==> config.mk <==
export PLATFORM = sky130hd
export DESIGN_NAME = bg_tile_fetch
export DESIGN_NICKNAME = d
export VERILOG_FILES = /design/src/rtl/bg_tile_fetch.sv
export SDC_FILE = /design/constraint.sdc
export NUM_CORES = 1
export LEC_CHECK = 0
export BUFFER_PORTS_ARGS = -buffer_cell sky130_fd_sc_hd__buf_2
export CORE_UTILIZATION = 35
export CTS_BUF_LIST = sky130_fd_sc_hd__clkbuf_2
export DETAILED_ROUTE_END_ITERATION = 7
export PLACE_DENSITY = 0.64
export SETUP_SLACK_MARGIN = 0.5
export SLEW_MARGIN = 40
export SYNTH_ARGS = -nofsm -noshare
export SYNTH_HDL_FRONTEND = slang
export SYNTH_SLANG_ARGS = --single-unit
==> constraint.sdc <==
create_clock -name clk -period 2.4 [get_ports clk]
set_input_delay 0.24 -clock clk [delete_from_list [all_inputs] [get_ports clk]]
set_output_delay 0.24 -clock clk [all_outputs]
set_load 0.005 [all_outputs]
==> src/rtl/bg_tile_fetch.sv <==
// Background tile fetcher: walks NTILES tiles from a loopy v, reading NT/AT/pattern bytes
// over the 14-bit PPU bus and handing each finished tile to a single-entry valid/ready register.
module bg_tile_fetch #(
  parameter int NTILES = 34
) (
  input  logic        clk,
  input  logic        rst,
  input  logic        start,
  input  logic [14:0] v_i,
  input  logic        bg_pt,
  output logic [13:0] addr,
  output logic        rw,
  input  logic [7:0]  data_i,
  output logic        tile_valid,
  input  logic        tile_ready,
  output logic [7:0]  tile_lo,
  output logic [7:0]  tile_hi,
  output logic [1:0]  tile_pal,
  output logic [14:0] v_o,
  output logic        busy,
  output logic        done
);

  localparam int CW = $clog2(NTILES + 1);

  typedef enum logic [3:0] {
    IDLE, NT0, NT1, AT0, AT1, PL0, PL1, PH0, PH1, WAIT
  } state_t;

  state_t          state, state_nx;
  logic            pt;
  logic [CW-1:0]   count;
  logic [7:0]      nt_byte, at_byte, lo_byte, hi_byte;
  logic            load;
  logic            free, accept, last_tile, final_wait;
  logic [14:0]     v_inc;
  logic [13:0]     at_addr, pl_addr, ph_addr;
  logic [2:0]      pal_sh;
  logic [7:0]      at_sh;
  logic [7:0]      hi_src;

  assign rw         = 1'b1;
  assign busy       = (state != IDLE);
  assign free       = !tile_valid || tile_ready;
  assign accept     = tile_valid && tile_ready;
  assign last_tile  = (count == CW'(NTILES - 1));
  assign final_wait = (count == CW'(NTILES));
  assign done       = (state == WAIT) && final_wait && accept;

  // Coarse X step: wrap into the horizontally adjacent nametable.
  always_comb begin
    v_inc = v_o;
    if (v_o[4:0] == 5'd31) begin
      v_inc[4:0] = 5'd0;
      v_inc[10]  = ~v_o[10];
    end else begin
      v_inc[4:0] = v_o[4:0] + 5'd1;
    end
  end

  assign at_addr = 14'h23C0 | {2'b00, v_o[11:10], 10'b0} | {8'b0, v_o[9:7], 3'b0}
                 | {11'b0, v_o[4:2]};
  assign pl_addr = {1'b0, pt, nt_byte, 1'b0, v_o[14:12]};
  assign ph_addr = {1'b0, pt, nt_byte, 1'b1, v_o[14:12]};
  assign pal_sh  = {v_o[6], v_o[1], 1'b0};
  assign at_sh   = at_byte >> pal_sh;
  // The high plane arrives on the bus in PH1; from WAIT it comes from the holding byte.
  assign hi_src  = (state == PH1) ? data_i : hi_byte;

  always_comb begin
    state_nx = state;
    load     = 1'b0;
    case (state)
      IDLE: if (start) state_nx = NT0;
      NT0:  state_nx = NT1;
      NT1:  state_nx = AT0;
      AT0:  state_nx = AT1;
      AT1:  state_nx = PL0;
      PL0:  state_nx = PL1;
      PL1:  state_nx = PH0;
      PH0:  state_nx = PH1;
      PH1: begin
        if (free) begin
          load     = 1'b1;
          state_nx = last_tile ? WAIT : NT0;
        end else begin
          state_nx = WAIT;
        end
      end
      WAIT: begin
        if (final_wait) begin
          if (accept) state_nx = IDLE;
        end else if (free) begin
          load     = 1'b1;
          state_nx = last_tile ? WAIT : NT0;
        end
      end
      default: state_nx = IDLE;
    endcase
  end

  always_ff @(posedge clk or negedge rst) begin
    if (!rst) state <= IDLE;
    else      state <= state_nx;
  end

  always_ff @(posedge clk or negedge rst) begin
    if (!rst) begin
      addr       <= '0;
      tile_valid <= 1'b0;
      tile_lo    <= '0;
      tile_hi    <= '0;
      tile_pal   <= '0;
      v_o        <= '0;
      pt         <= 1'b0;
      count      <= '0;
      nt_byte    <= '0;
      at_byte    <= '0;
      lo_byte    <= '0;
      hi_byte    <= '0;
    end else begin
      case (state)
        IDLE: if (start) begin
          v_o   <= v_i;
          pt    <= bg_pt;
          count <= '0;
          addr  <= {2'b10, v_i[11:0]};
        end
        NT1: begin
          nt_byte <= data_i;
          addr    <= at_addr;
        end
        AT1: begin
          at_byte <= data_i;
          addr    <= pl_addr;
        end
        PL1: begin
          lo_byte <= data_i;
          addr    <= ph_addr;
        end
        PH1: hi_byte <= data_i;
        default: ;
      endcase

      // Loading wins over acceptance so a same-cycle accept+load leaves valid high.
      if (load) begin
        tile_valid <= 1'b1;
        tile_lo    <= lo_byte;
        tile_hi    <= hi_src;
        tile_pal   <= at_sh[1:0];
        v_o        <= v_inc;
        count      <= count + CW'(1);
        if (state_nx == NT0) addr <= {2'b10, v_inc[11:0]};
      end else if (accept) begin
        tile_valid <= 1'b0;
      end
    end
  end

endmodule

Yosys cells after proc, flatten, opt, wreduce, memory -nomap -nowiden
Index checks and enable logic that the tools add are counted.
{"block": "op_classes", "shift": 1, "n_div": 0, "eq_ne": 13, "reduce_logical": 13, "bitwise": 4, "add_sub_neg": 2, "multipliers": 0, "order_cmp": 0, "muxes": 25}
{"operator": "$pmux 14 s4", "count": 1}
{"operator": "$mux 14", "count": 3}
{"operator": "$pmux 4 s10", "count": 1}
{"operator": "$mux 11", "count": 3}
{"operator": "$mux 4", "count": 6}
{"operator": "$mux 6", "count": 3}
{"operator": "$eq 4x3->1 const B", "count": 4}
{"operator": "$or 14x3->14", "count": 1}
{"operator": "$or 14x6->14", "count": 1}
{"operator": "$eq 6x6->1 const B", "count": 2}
{"operator": "$eq 4x1->1 const B", "count": 2}
{"operator": "$eq 4x2->1 const B", "count": 2}
{"operator": "$eq 4x4->1 const B", "count": 2}
{"operator": "$mux 8", "count": 1}
{"operator": "$shr 8x3->2", "count": 1}
{"operator": "$add 6x1->6 const B", "count": 1}
{"operator": "$reduce_bool 2->1", "count": 3}
{"operator": "$add 5x1->5 const B", "count": 1}
{"operator": "$eq 5x5->1 const B", "count": 1}
{"operator": "$mux 1", "count": 5}
{"operator": "$mux 5", "count": 1}
{"operator": "$logic_not 4->1", "count": 1}
{"operator": "$reduce_and 2->1", "count": 2}
{"operator": "$reduce_bool 4->1", "count": 1}
{"operator": "other kinds (6)", "count": 9}
{"block": "totals", "latch_bits": 0, "mem_bits_ro": 0, "elab_cells": 72, "output_inout_bits": 51, "ramBits": 0, "input_bits": 28, "reg_bits": 91, "mem_count": 0}

Logic depth before layout (Yosys ltp)
{"block": "logic_depth", "word_depth": 8, "depth_mapped": 8, "ltp_nobuf": 7}

Least setup slack after synthesis
Ideal clock, no wire load.
{"block": "synth_path", "path_type": "reg2reg", "startpoint": "reg count[1]", "endpoint": "reg addr[11]", "period_less_slack_ns": 1.967, "required_ns": 2.275, "path_buffers": 1, "setup_slack_ns": 0.433, "stages_incl_launch_ff": 9, "arrival_ns": 1.842, "setup_time_ns": 0.125, "cell_sequence": "dfrtp_1 inv_1 ha_1 and3b_1 a211oi_1 a2111o_1 o211a_2 buf_6 mux2_4"}
{"block": "synth_via", "elab_chain_cells": 8, "elab_cells_between_ends": 12, "cone_classes": "3 x eq/ne; 9 x mux"}
{"element": "from (decl)", "line_no": "32", "text": "logic [CW-1:0] count;"}
{"element": "from (signal assigned)", "line_no": "152", "text": "count <= count + CW'(1);"}
{"element": "$eq 6x6->1", "line_no": "46", "text": "assign last_tile = (count == CW'(NTILES - 1));"}
{"element": "$mux 4", "line_no": "85, 95"}
{"element": "$mux 4", "line_no": "93", "text": "end else if (free) begin"}
{"element": "$mux 4", "line_no": "91", "text": "if (final_wait) begin"}
{"element": "$pmux 4 s10", "line_no": "73", "text": "case (state)"}
{"element": "$eq 4x1->1", "line_no": "153", "text": "if (state_nx == NT0) addr <= {2'b10, v_inc[11:0]};"}
{"element": "$mux 14", "line_no": "153"}
{"element": "$mux 14 *", "line_no": "146", "text": "if (load) begin"}
{"element": "to (signal assigned)", "line_no": "135", "text": "addr <= pl_addr;"}
{"element": "to (signal assigned)", "line_no": "139", "text": "addr <= ph_addr;"}
{"element": "to (signal assigned)", "line_no": "153"}
{"element": "to (decl)", "line_no": "11", "text": "output logic [13:0] addr,"}
Every way passes the cells marked *; elsewhere a longest branch is shown, timed or not.
A chain may end at the register's enable or synchronous reset.

Worst setup path in the final report
{"block": "layout_path", "startpoint": "reg count[2]", "endpoint": "reg addr[7]"}
The elaborated chain is that of the path after synthesis.

==> run metrics <==
required time of the critical path 2.90 ns; Yosys top cell area share 53.6%; endpoint arrival time on the critical path 2.66 ns; prevailing post-synth register cell sky130_fd_sc_hd__dfrtp_1; total routed wirelength 11,400 um; die boundary height 112 um; combinational fraction of design power 44.5%; post-detail-place hpwl 7370 um; status complete, but fails checks; post-synthesis register bit count 91; area delta synth->final 31.3%; minimum clock period after layout 2.17 ns; CTS tree yes; mean cell area of the mapped netlist 10.8 um^2; Worst Clk Skew 0.0185 ns; nature of the critical path endpoint flip-flop; proportion of total power due to net switching 37.2%; Synth async-reset ratio 100%; power share of the clock group 12.5%; Unique masters post-synth 51; Post-Synthesis Cells 394; first-pass GRT wire length 18,100 um; Worst VDD drop 0.637 mV; unrepaired setup endpoints after global routing true; worst slack, placed 0.211 ns; summed negative setup slack over all endpoints 0 ns; num ports 79; buffering stage count on the worst path with inverters included 1; grt ovf 0; final estimated routing congestion in global placement 0.851; first drt pass iteration count 7; critical path's largest stage delay 0.48 ns; clock buffer depth 2; maximum clock frequency 462 MHz; failing checks design-rule violations; Net count, final 559; CTS Buf Count 9; width of the die 112 um; internal portion of total power 4.04 mW; max-slew headroom at the worst pin 56.0%; row count 39; Antenna Diode Count 0; type of the worst setup path flip-flop to flip-flop; maximum fanout along the worst path 7; power density relative to cell area 1150 mW/mm^2; count of flip-flops with a built-in enable after synthesis 0; Die ar. 0.0126 mm^2; pin count of the biggest net entering global routing 45; share of power burned in registers 43.0%; period utilisation layout 90.3%; fillcell total 1,108; GRT Util Overall 18.5%; setup slack after layout 0.233 ns; initial antenna violation count 0; per-cell routed wire length 17.0 um; gate family responsible for the most delay along the worst path compound AO/OA/AOI/OAI gates; H-tree depth 3; non-filler cells in the finished layout 674; Setup Viol. Count Final 0; Worst-path clk slew 0.25 ns; cell accounting for the most synthesized area sky130_fd_sc_hd__dfrtp_1; total count of max-transition violations in the final report 0; placed cells 607; drt initial violations 186; Leak 2.69 nW; cells along the critical path nor4b_4, nand2_1, buf_4, a2111o_1, o211a_4, mux2_4; vias in the first global route 3,478; starting density of the core 36.6%; detail-routed via count per cell 5.17; core region area 0.0116 mm^2; most common library cell in the layout ignoring fill and taps sky130_fd_sc_hd__nand2_1; total power of the final layout 6.43 mW; quantity of I/O buffers inserted on ports 77; clock root buffer sky130_fd_sc_hd__clkbuf_2; number of DRC violations after detailed routing 5; startpoint type of the worst setup path flip-flop; # clock sinks 91; max-capacitance violation count 0; total standard cell area after synthesis 0.00425 mm^2; syn_nets 427; Clock Latency Late Sink 0.58 ns; fraction of layout cells with a size suffix above 1 39.9%; Final Hold Fails 0; library cell contributing the largest single delay on the critical path sky130_fd_sc_hd__dfrtp_2; post-route ant nets 0; total number of yosys warnings 0; biggest area contributors in the synthesized netlist sky130_fd_sc_hd__dfrtp_1 (54%), sky130_fd_sc_hd__mux2_2 (10%), sky130_fd_sc_hd__nand2_1 (9.2%), sky130_fd_sc_hd__mux2_4 (2.1%), sky130_fd_sc_hd__ha_1 (1.5%); actual transition at the worst max-transition pin 0.656 ns; switching pwr 2.39 mW; sequential cell area fraction in the yosys report 53.6%; worst hold path type primary input to flip-flop; total number of vias 3,484; leading cell types in the layout, fill and taps excluded sky130_fd_sc_hd__nand2_1 (103), sky130_fd_sc_hd__dfrtp_1 (83), sky130_fd_sc_hd__buf_2 (75)
==> area by class of cell <==
type	count	area, um^2	share of cell area [%]
clock buffer	10	50.0	0.897
clock inverter	6	63.8	1.14
inverter	6	22.5	0.403
multi-input combinational	276	2000	35.8
sequential	91	2290	41.0
tap	143	179	3.21
timing repair buffer	142	980	17.6
==> timing repair <==
item / CTS / global route
gates resized for setup: 23 / 21
gates cloned: 1 / 1
setup buffers: 19 / 6
pin swaps: 5 / 3
hold endpoints to repair: 89 / 0
hold buffers: 24 / 0
endpoints found under the setup margin: 57 / 51
==> sequential cells by signal, summed over array words and instances (netlist names), 2 cells and up <==
signal,flops
addr,14
at_byte,8
count,6
hi_byte,8
lo_byte,8
nt_byte,8
state,4
tile_hi,8
tile_lo,8
tile_pal,2
v_o,15
==> synthesized netlist by cell type, drive strengths merged (6+ instances only) <==
| master | count |
|---|---|
| inv | 6 |
| mux2 | 44 |
| nand2 | 104 |
| buf | 13 |
| nor2 | 13 |
| dfrtp | 91 |
| nand2b | 10 |
| clkbuf | 9 |
| nand3 | 9 |
| o21ai | 10 |
| a22oi | 6 |
| nor3 | 6 |
| a21oi | 11 |
==> per-layer routing <==
layer  global-route usage (%)  wire, um  share of wire, %
met5                        0         0                 0
met4                     4.98       133               1.2
met3                     4.97       649               5.7
met2                     30.1      5580                49
met1                     24.5      5060                44
==> tightest hold or removal path, stage by stage <==
cell,delay (ns)
sky130_fd_sc_hd__buf_2,0.09
sky130_fd_sc_hd__and3_1,0.18
sky130_fd_sc_hd__a211o_1,0.10
==> cells by family after synthesis <==
kind of cell / Yosys count / synth area share [%]
fa+ha+maj: 5 / 1.47
flops: 91 / 53.6
simple gates: 160 / 17.5
compound gates: 55 / 9.06
xor+xnor: 3 / 0.618
buf+inv: 28 / 3.27
mux: 51 / 14.4
other cells: 1 / 0.0882
==> per-stage QoR <==
| step | hold slack (ns) | util (%) | cell area (um^2) |
|---|---|---|---|
| after floorplan | -0.0556 | - | 4260 |
| after detailed placement | 0.288 | 41.5 | 4820 |
| after global placement | 0.275 | 41.5 | 4820 |
| final | 0.0560 | 48.1 | 5580 |
| after CTS | 0.0220 | 46.6 | 5410 |
| after global routing | 0.00457 | 48.1 | 5580 |
==> power groups by stage <==
stage | Sequential (mW) | Combinational, mW | Clock [mW]
3_5_place_dp | 2.80 | 2.50 | 0
3_3_place_gp | 2.77 | 2.42 | 0
6_report | 2.77 | 2.86 | 0.802
4_1_cts | 2.76 | 2.73 | 0.825
5_1_grt | 2.86 | 3.16 | 0.886
2_1_floorplan | 2.67 | 1.64 | 0
==> worst paths after layout <==
path                            start          to  slack (ns)  cells after the start
min reg2reg                lo_byte[2]  tile_lo[2]        0.50                      2
min                           v_i[10]     v_o[10]        0.06                      3
max                          count[2]     addr[7]        0.23                      6
max reg2reg                  count[2]     addr[7]        0.23                      6
max in group asynchronous         rst      v_o[1]        1.56                      3
min in group asynchronous         rst  lo_byte[1]        0.14                      2
No activity file was read; power rests on OpenSTA's default activity.
